--- config.mk ---
export PLATFORM = sky130hd
export DESIGN_NAME = dmem_arbiter_flat
export DESIGN_NICKNAME = d
export VERILOG_FILES = /design/src/rtl/dmem_pkg.sv /design/src/rtl/dmem_arbiter_if.sv /design/src/rtl/rr_arb2.sv /design/src/rtl/dmem_arbiter.sv /design/src/flat_wrapper.sv
export SDC_FILE = /design/constraint.sdc
export NUM_CORES = 1
export LEC_CHECK = 0
export CAP_MARGIN = 20
export CORE_ASPECT_RATIO = 1.75
export CORE_MARGIN = 4
export CORE_UTILIZATION = 33
export DETAILED_ROUTE_END_ITERATION = 12
export DONT_BUFFER_PORTS = 1
export HOLD_SLACK_MARGIN = 0.05
export PLACE_DENSITY_LB_ADDON = 0.15
export SLEW_MARGIN = 20
export SYNTH_ARGS = -nofsm -noshare
export SYNTH_HDL_FRONTEND = slang
export SYNTH_SLANG_ARGS = --single-unit
--- constraint.sdc ---
create_clock -name clk -period 1.4 [get_ports clk]
set_clock_uncertainty 0.05 [all_clocks]
set_input_delay 0.28 -clock clk [delete_from_list [all_inputs] [get_ports clk]]
set_output_delay 0.28 -clock clk [all_outputs]
set_load 0.02 [all_outputs]
--- src/rtl/dmem_pkg.sv ---
// Shared types and default sizing for the data-memory arbiter.
package dmem_pkg;
  localparam int DMEM_ADDR_W  = 8;
  localparam int DMEM_WDATA_W = 8;
  localparam int DMEM_RDATA_W = 16;
  localparam int DMEM_DEPTH   = 33;

  typedef enum logic [1:0] {IDLE, ISSUE, CAPTURE} state_t;
endpackage

--- src/rtl/dmem_arbiter_if.sv ---
// Requester-side and memory-side bus of the data-memory arbiter.
interface dmem_arbiter_if
  import dmem_pkg::*;
#(
  parameter int ADDR_W  = DMEM_ADDR_W,
  parameter int WDATA_W = DMEM_WDATA_W,
  parameter int RDATA_W = DMEM_RDATA_W
);
  logic [1:0]         req;
  logic [1:0]         we;
  logic [ADDR_W-1:0]  addr0;
  logic [ADDR_W-1:0]  addr1;
  logic [WDATA_W-1:0] wdata0;
  logic [WDATA_W-1:0] wdata1;
  logic [1:0]         ack;
  logic               err;
  logic [RDATA_W-1:0] rdata;
  logic               busy;
  logic               mem_en;
  logic [ADDR_W-1:0]  mem_addr;
  logic [WDATA_W-1:0] mem_wdata;
  logic [RDATA_W-1:0] mem_rdata;

  // master: requesters plus the memory itself; slave: the arbiter
  modport master (
    output req, we, addr0, addr1, wdata0, wdata1, mem_rdata,
    input  ack, err, rdata, busy, mem_en, mem_addr, mem_wdata
  );
  modport slave (
    input  req, we, addr0, addr1, wdata0, wdata1, mem_rdata,
    output ack, err, rdata, busy, mem_en, mem_addr, mem_wdata
  );
endinterface

--- src/rtl/rr_arb2.sv ---
// Two-way round-robin pick: on a tie the requester not served last wins.
module rr_arb2 (
  input  logic [1:0] req,
  input  logic       last,
  output logic       win,
  output logic       any
);
  always_comb begin
    any = |req;
    win = (req == 2'b11) ? ~last : req[1];
  end
endmodule

--- src/rtl/dmem_arbiter.sv ---
// Shares one single-port data memory between two requesters, one access
// at a time through IDLE -> ISSUE -> CAPTURE, with registered read data.
module dmem_arbiter
  import dmem_pkg::*;
#(
  parameter int ADDR_W  = DMEM_ADDR_W,
  parameter int WDATA_W = DMEM_WDATA_W,
  parameter int RDATA_W = DMEM_RDATA_W,
  parameter int DEPTH   = DMEM_DEPTH
) (
  input  logic          clk,
  input  logic          rst,
  dmem_arbiter_if.slave bus
);
  localparam logic [31:0] DEPTH_L = 32'(DEPTH);

  state_t             state;
  logic               last;
  logic               win, any;
  logic               win_q, we_q, oor_q;
  logic [ADDR_W-1:0]  addr_sel;
  logic [WDATA_W-1:0] wdata_sel;
  logic               we_sel, oor_sel;
  logic [RDATA_W-1:0] rd_next;

  rr_arb2 u_arb (
    .req  (bus.req),
    .last (last),
    .win  (win),
    .any  (any)
  );

  always_comb begin
    addr_sel  = win ? bus.addr1  : bus.addr0;
    wdata_sel = win ? bus.wdata1 : bus.wdata0;
    we_sel    = win ? bus.we[1]  : bus.we[0];
    oor_sel   = 32'(addr_sel) >= DEPTH_L;
    rd_next   = (we_q | oor_q) ? '0 : bus.mem_rdata;
  end

  // All bus outputs are registered; mem_en is set on the IDLE->ISSUE edge so
  // it is high exactly for the ISSUE cycle.
  always_ff @(posedge clk or posedge rst) begin
    if (rst) begin
      state         <= IDLE;
      last          <= 1'b1;
      win_q         <= 1'b0;
      we_q          <= 1'b0;
      oor_q         <= 1'b0;
      bus.ack       <= '0;
      bus.err       <= 1'b0;
      bus.rdata     <= '0;
      bus.busy      <= 1'b0;
      bus.mem_en    <= 1'b0;
      bus.mem_addr  <= '0;
      bus.mem_wdata <= '0;
    end else begin
      bus.ack    <= '0;
      bus.err    <= 1'b0;
      bus.mem_en <= 1'b0;
      case (state)
        IDLE: begin
          if (any) begin
            win_q         <= win;
            we_q          <= we_sel;
            oor_q         <= oor_sel;
            bus.mem_addr  <= addr_sel;
            bus.mem_wdata <= wdata_sel;
            bus.mem_en    <= we_sel & ~oor_sel;
            bus.busy      <= 1'b1;
            state         <= ISSUE;
          end
        end
        ISSUE: state <= CAPTURE;
        CAPTURE: begin
          bus.rdata <= rd_next;
          bus.ack   <= win_q ? 2'b10 : 2'b01;
          bus.err   <= oor_q;
          last      <= win_q;
          bus.busy  <= 1'b0;
          state     <= IDLE;
        end
        default: begin
          bus.busy <= 1'b0;
          state    <= IDLE;
        end
      endcase
    end
  end
endmodule

--- src/flat_wrapper.sv ---
// flat-port wrapper written by rule: the top's interface ports become plain ports
module dmem_arbiter_flat import dmem_pkg::*;
#(
  parameter int ADDR_W  = DMEM_ADDR_W,
  parameter int WDATA_W = DMEM_WDATA_W,
  parameter int RDATA_W = DMEM_RDATA_W,
  parameter int DEPTH   = DMEM_DEPTH
)
  (clk, rst, bus_req, bus_we, bus_addr0, bus_addr1, bus_wdata0, bus_wdata1, bus_mem_rdata, bus_ack, bus_err, bus_rdata, bus_busy, bus_mem_en, bus_mem_addr, bus_mem_wdata);
  dmem_arbiter_if #(.ADDR_W(ADDR_W), .WDATA_W(WDATA_W), .RDATA_W(RDATA_W)) bus_i ();
  input  logic clk;
  input  logic rst;
  input wire logic [$bits(bus_i.req)-1:0] bus_req;
  input wire logic [$bits(bus_i.we)-1:0] bus_we;
  input wire logic [$bits(bus_i.addr0)-1:0] bus_addr0;
  input wire logic [$bits(bus_i.addr1)-1:0] bus_addr1;
  input wire logic [$bits(bus_i.wdata0)-1:0] bus_wdata0;
  input wire logic [$bits(bus_i.wdata1)-1:0] bus_wdata1;
  input wire logic [$bits(bus_i.mem_rdata)-1:0] bus_mem_rdata;
  output wire logic [$bits(bus_i.ack)-1:0] bus_ack;
  output wire logic [$bits(bus_i.err)-1:0] bus_err;
  output wire logic [$bits(bus_i.rdata)-1:0] bus_rdata;
  output wire logic [$bits(bus_i.busy)-1:0] bus_busy;
  output wire logic [$bits(bus_i.mem_en)-1:0] bus_mem_en;
  output wire logic [$bits(bus_i.mem_addr)-1:0] bus_mem_addr;
  output wire logic [$bits(bus_i.mem_wdata)-1:0] bus_mem_wdata;
  assign bus_i.req = bus_req;
  assign bus_i.we = bus_we;
  assign bus_i.addr0 = bus_addr0;
  assign bus_i.addr1 = bus_addr1;
  assign bus_i.wdata0 = bus_wdata0;
  assign bus_i.wdata1 = bus_wdata1;
  assign bus_i.mem_rdata = bus_mem_rdata;
  assign bus_ack = bus_i.ack;
  assign bus_err = bus_i.err;
  assign bus_rdata = bus_i.rdata;
  assign bus_busy = bus_i.busy;
  assign bus_mem_en = bus_i.mem_en;
  assign bus_mem_addr = bus_i.mem_addr;
  assign bus_mem_wdata = bus_i.mem_wdata;
  dmem_arbiter #(.ADDR_W(ADDR_W), .WDATA_W(WDATA_W), .RDATA_W(RDATA_W), .DEPTH(DEPTH)) u_core (.clk(clk), .rst(rst), .bus(bus_i));
endmodule
-- Word level (Yosys, flattened, before mapping)
Index checks and enable logic that the tools add are counted.
- reductions and logical operators: 4
- eq/ne operators: 4
- bitwise logic cells: 5
- $lt $le $gt $ge: 1
- multiplexer cells: 14
- operator list (operator ; number):
    $mux W16 ; 1
    $mux W8 ; 2
    $ge A8 B6 Y1 const B ; 1
    $mux W1 ; 6
    $mux W2 ; 3
    $eq A2 B2 Y1 const B ; 2
    $pmux W2 S2 ; 1
    $reduce_and A2 Y1 ; 2
    $not A1 Y1 ; 3
    $eq A2 B1 Y1 const B ; 1
    $logic_not A2 Y1 ; 1
    $ne A2 B1 Y1 const B ; 1
    $pmux W1 S2 ; 1
    $reduce_or A2 Y1 ; 1
    $and A1 B1 Y1 ; 1
    $or A1 B1 Y1 ; 1
- output and inout bits: 37
- word-level logic and storage cells: 40
- register bits: 43
- input bits: 54

-- Longest topological paths before layout
Gate-level depths: netlist of run 1.
- word-level depth: 8
- mapped depth: 6
- mapped depth without buffers: 4

-- By module
A second synthesis of run 1 with hierarchy kept.
- cells, all modules: 147
- area total of the unflattened synthesis: 1756.7 um^2
- by module, submodules not included (module ; times used ; area each (um^2) ; seq. area each (um^2) ; cells an instance):
    dmem_arbiter ; 1 ; 1742.9 ; 1077.3 ; 145
    rr_arb2 ; 1 ; 13.8 ; 0.0 ; 2

-- Least setup slack after synthesis of run 1
Ideal clock, no wire load.
- path kind: in2reg
- start point: input bus_addr1[4]
- end point: register u_core.oor_q
- setup slack: -0.044 ns
- stages on the path: 4
- buffers on the path: 0
- data arrival time: 1.269 ns
- library setup time: 0.125 ns
- data required time: 1.225 ns
- cell sequence: or4_1 > o21ai_1 > a32oi_1 > mux2_4
- cells in the longest elaborated chain, start to end: 2
- ends and longest elaborated chain (what ; line ; text):
    start: declaration ; flat_wrapper.sv:16 ; input wire logic [$bits(bus_i.addr1)-1:0] bus_addr1;
    $mux W8 ; dmem_arbiter.sv:34 ; addr_sel = win ? bus.addr1 : bus.addr0;
    $ge A8 B6 Y1 ; dmem_arbiter.sv:37 ; oor_sel = 32'(addr_sel) >= DEPTH_L;
    end signal: assignment ; dmem_arbiter.sv:66 ; oor_q <= oor_sel;
    end: declaration ; dmem_arbiter.sv:20 ; logic win_q, we_q, oor_q;
Every way passes these cells.
A chain may end at the register's enable or synchronous reset.

-- Worst setup path in the final report of run 1
- start point: register u_core.last
- end point: register u_core.bus.mem_en
- cells in the longest elaborated chain, start to end: 8
- elaborated cells between the ends (all ways): 9
- those cells by class: order compare (1); mux (5); bitwise (3)
- ends and longest elaborated chain (what ; line ; text):
    start: declaration ; dmem_arbiter.sv:18 ; logic last;
    start signal: assignment ; dmem_arbiter.sv:79 ; last <= win_q;
    $not A1 Y1 * ; rr_arb2.sv:10 ; win = (req == 2'b11) ? ~last : req[1];
    $mux W1 * ; rr_arb2.sv:10 ;
    $mux W8 ; dmem_arbiter.sv:34 ;
    $ge A8 B6 Y1 ; dmem_arbiter.sv:37 ;
    $not A1 Y1 ; dmem_arbiter.sv:69 ; bus.mem_en <= we_sel & ~oor_sel;
    $and A1 B1 Y1 * ; dmem_arbiter.sv:69 ;
    $mux W1 * ; dmem_arbiter.sv:63 ; if (any) begin
    $mux W1 * ; dmem_arbiter.sv:61 ; case (state)
    end signal: assignment ; dmem_arbiter.sv:69 ;
    end: declaration ; dmem_arbiter_if.sv:31 ; output ack, err, rdata, busy, mem_en, mem_addr, mem_wdata
Every way passes the cells marked *; elsewhere a longest branch is shown, timed or not.

==> impl_metrics.tcl, run 1 <==
set metrics [dict create \
    status "finished clean" \
    crit_buf_inv 1 \
    ys.flop_type "dfrtp_1" \
    syn_nets 199 \
    hold_ws_ns 0.07873 \
    viasPerCell 5.426 \
    grt-ovfl-total 0 \
    route.antenna.remaining_nets 0 \
    worstSetupStartpointType "register" \
    ys_seq_elements 43 \
    cellPowerDensity_nw_per_um2 2250 \
    routed_wl_um 3902 \
    ir_worst_vdd_uv 1055 \
    coreArea_um2 5062 \
    crit_path_max_fanout 5 \
    clk_pin_slew_ns 0.07 \
    power.leakage_nw 0.9402 \
    ys_types 23 \
    clock_latency_ns 0.28 \
    via_count 1134 \
    antenna_cells 0 \
    slowest_delay_ns 0.56 \
    hp-class "primary input to register" \
    seq_area_frac_synth_pct 61.81 \
    drtIter0Drc 27 \
    wire_per_inst_um 18.67 \
    htree_levels 2 \
    period_needed_ns 1.303 \
    wl_met3_um 388 \
    drc 0 \
    dp_hpwl_um 3056 \
    cap_violations 0 \
    cts_root_buf "clkbuf_8" \
    drt-pass1-iter-count 4 \
    antenna_found_initial 0 \
    max_freq_ghz 0.7675 \
    top_level_ports 91 \
    die_area_um2 6554 \
    cts_inserted_buffers 5 \
    synth_edf_count 0 \
    layout.nets 208 \
    avgSynthCellArea_um2 12.02 \
    initial_core_util_pct 34.43 \
    fin_crit_sh_pct 93.07 \
    netlist_area_um2 1743 \
    highest_layer "met4" \
    layout_common_cells "dfrtp_1, o21ai_0, mux2i_1, nand2_1, a22o_1" \
    synth_cells 145 \
    postCtsSetupBuffers 0 \
    max_slew_margin_pct 70.09 \
    clockBufferDepth 2 \
    die_y_um 104.1 \
    finalSetupViolCount 0 \
    slowest_stage "dfstp_2" \
    cp_cell_sequence "a21boi_4 > buf_4 > mux2i_1 > nor3_1" \
    setup_tns_ns 0 \
    clkSinkCount 43 \
    cp_top_family "flip-flops" \
    grt_pass1_vias 1307 \
    hold_violations 0 \
    async_flop_share_pct 100.0 \
    cts_tree "built" \
    drv_slew 0 \
    rows 34 \
    die_w_um 62.94 \
    crit_required_ns 1.54 \
    place_congestion 0.7014 \
    area_growth_pct 11.99 \
    yosys_warnings 0 \
    met1_length_um 1293 \
    end_kind "register" \
    final_common_cell "dfrtp_1" \
    grt_pass1_wl_um 6354 \
    wl_met2_um 2139 \
    grt_max_degree 25 \
    num-fill-cells 518 \
    crit_type "register to register" \
    rsz0062_at_grt "false" \
    drive_above_1_share_pct 14.19 \
    arrival_ns 1.44 \
    worstMarginPinSlew_ns 0.4480 \
    numPortBuffers 0 \
    track_usage_pct 12.45 \
]
-- timing repair --
action,4_1_cts,5_1_grt
hold buffers,1,0
endpoints found under the setup margin,0,9
hold endpoints to repair,17,0
resized for setup,0,1
-- synthesized netlist by cell type, types with 2 or more instances --
| master | n | area share [%] |
|---|---|---|
| a22o_1 | 16 | 8.0 |
| buf_2 | 2 | 0.57 |
| mux2i_1 | 17 | 9.8 |
| inv_1 | 5 | 1.1 |
| nor3_1 | 2 | 0.57 |
| or4_1 | 2 | 0.86 |
| clkbuf_1 | 5 | 1.1 |
| dfrtp_1 | 42 | 60 |
| nand2_1 | 17 | 3.7 |
| nor2_1 | 5 | 1.1 |
| o21ai_0 | 20 | 5.7 |
-- worst reg2reg max path: cells and delay by family (launching register included) --
kind	cells	cell delay, ns
flops	1	0.56
simple gates	1	0.22
buf+inv	1	0.17
mux	1	0.14
compound gates	1	0.08
-- state kept, by name (all words and copies together) (netlist names) --
register,cells
u_core.bus.ack,2
u_core.bus.busy,1
u_core.bus.err,1
u_core.bus.mem_addr,8
u_core.bus.mem_en,1
u_core.bus.mem_wdata,8
u_core.bus.rdata,16
u_core.last,1
u_core.oor_q,1
u_core.state,2
u_core.we_q,1
u_core.win_q,1
-- per-layer routing --
| metal | up-vias | track usage (%) |
|---|---|---|
| li1 | 528 | - |
| met1 | 535 | 12.41 |
| met2 | 64 | 22.15 |
| met3 | 7 | 4.865 |
| met4 | 0 | 5.687 |
| met5 | - | 0 |
-- report_power, final --
group | switching, mW | leakage, nW | internal, mW
Combinational | 0.555 | 0.348 | 0.485
Clock | 0.367 | 0.0395 | 0.354
Sequential | 0.876 | 0.552 | 1.75
-- logic make-up after synthesis --
family | count (synthesis) | synth area share [%]
and+or+nand+nor | 29 | 7.466
DFF | 43 | 61.81
AOI/OAI and AO/OA | 40 | 15.43
buffers and inverters | 14 | 4.020
muxes | 19 | 11.27
-- stage by stage --
| step | setup slack, ns | util [%] | power (mW) | area, um2 | instances |
|---|---|---|---|---|---|
| after floorplan | -0.03703 | - | 3.350 | 1743 | 145 |
| after global placement | -0.07257 | 36.63 | 3.669 | 1854 | 200 |
| after detailed placement | -0.09694 | 36.63 | 3.731 | 1854 | 200 |
| after CTS | 0.01144 | 38.41 | 4.477 | 1944 | 209 |
| after global routing | 0.03110 | 38.56 | 4.706 | 1952 | 209 |
| final | 0.09703 | 38.56 | 4.391 | 1952 | 209 |
-- path summary, 6_finish.rpt --
path                            cells after the start                      end         startpoint  slack [ns]
worst min register to register                      1        u_core.bus.ack[0]       u_core.win_q        0.42
worst max-delay path                                4        u_core.bus.mem_en        u_core.last         0.1
worst max register to register                      4        u_core.bus.mem_en        u_core.last         0.1
max in group asynchronous                           3      u_core.bus.rdata[3]                rst        0.36
min in group asynchronous                           2  u_core.bus.mem_wdata[2]                rst        0.41
worst min-delay path                                1     u_core.bus.rdata[10]  bus_mem_rdata[10]        0.08
-- area by class of cell --
class,instances,area (um2),area share (%)
repair buffers,11,97.59,5.000
flip-flops and latches,43,1077,55.19
well taps,54,67.56,3.462
clock buffers,8,80.08,4.103
inverters,5,18.77,0.9615
multi-input cells,88,610.6,31.28
No activity file was read; power rests on OpenSTA's default activity.
==> run 2: changes to the inputs <==
--- a/config.mk
+++ b/config.mk
@@ -9,6 +9,7 @@
 export CORE_ASPECT_RATIO = 1.75
 export CORE_MARGIN = 4
 export CORE_UTILIZATION = 33
+export CTS_CLUSTER_SIZE = 8
 export DETAILED_ROUTE_END_ITERATION = 12
 export DONT_BUFFER_PORTS = 1
 export HOLD_SLACK_MARGIN = 0.05
==> results of run 2 <==
Same layout as run 1: the final DEF is identical, and so are final timing and power.
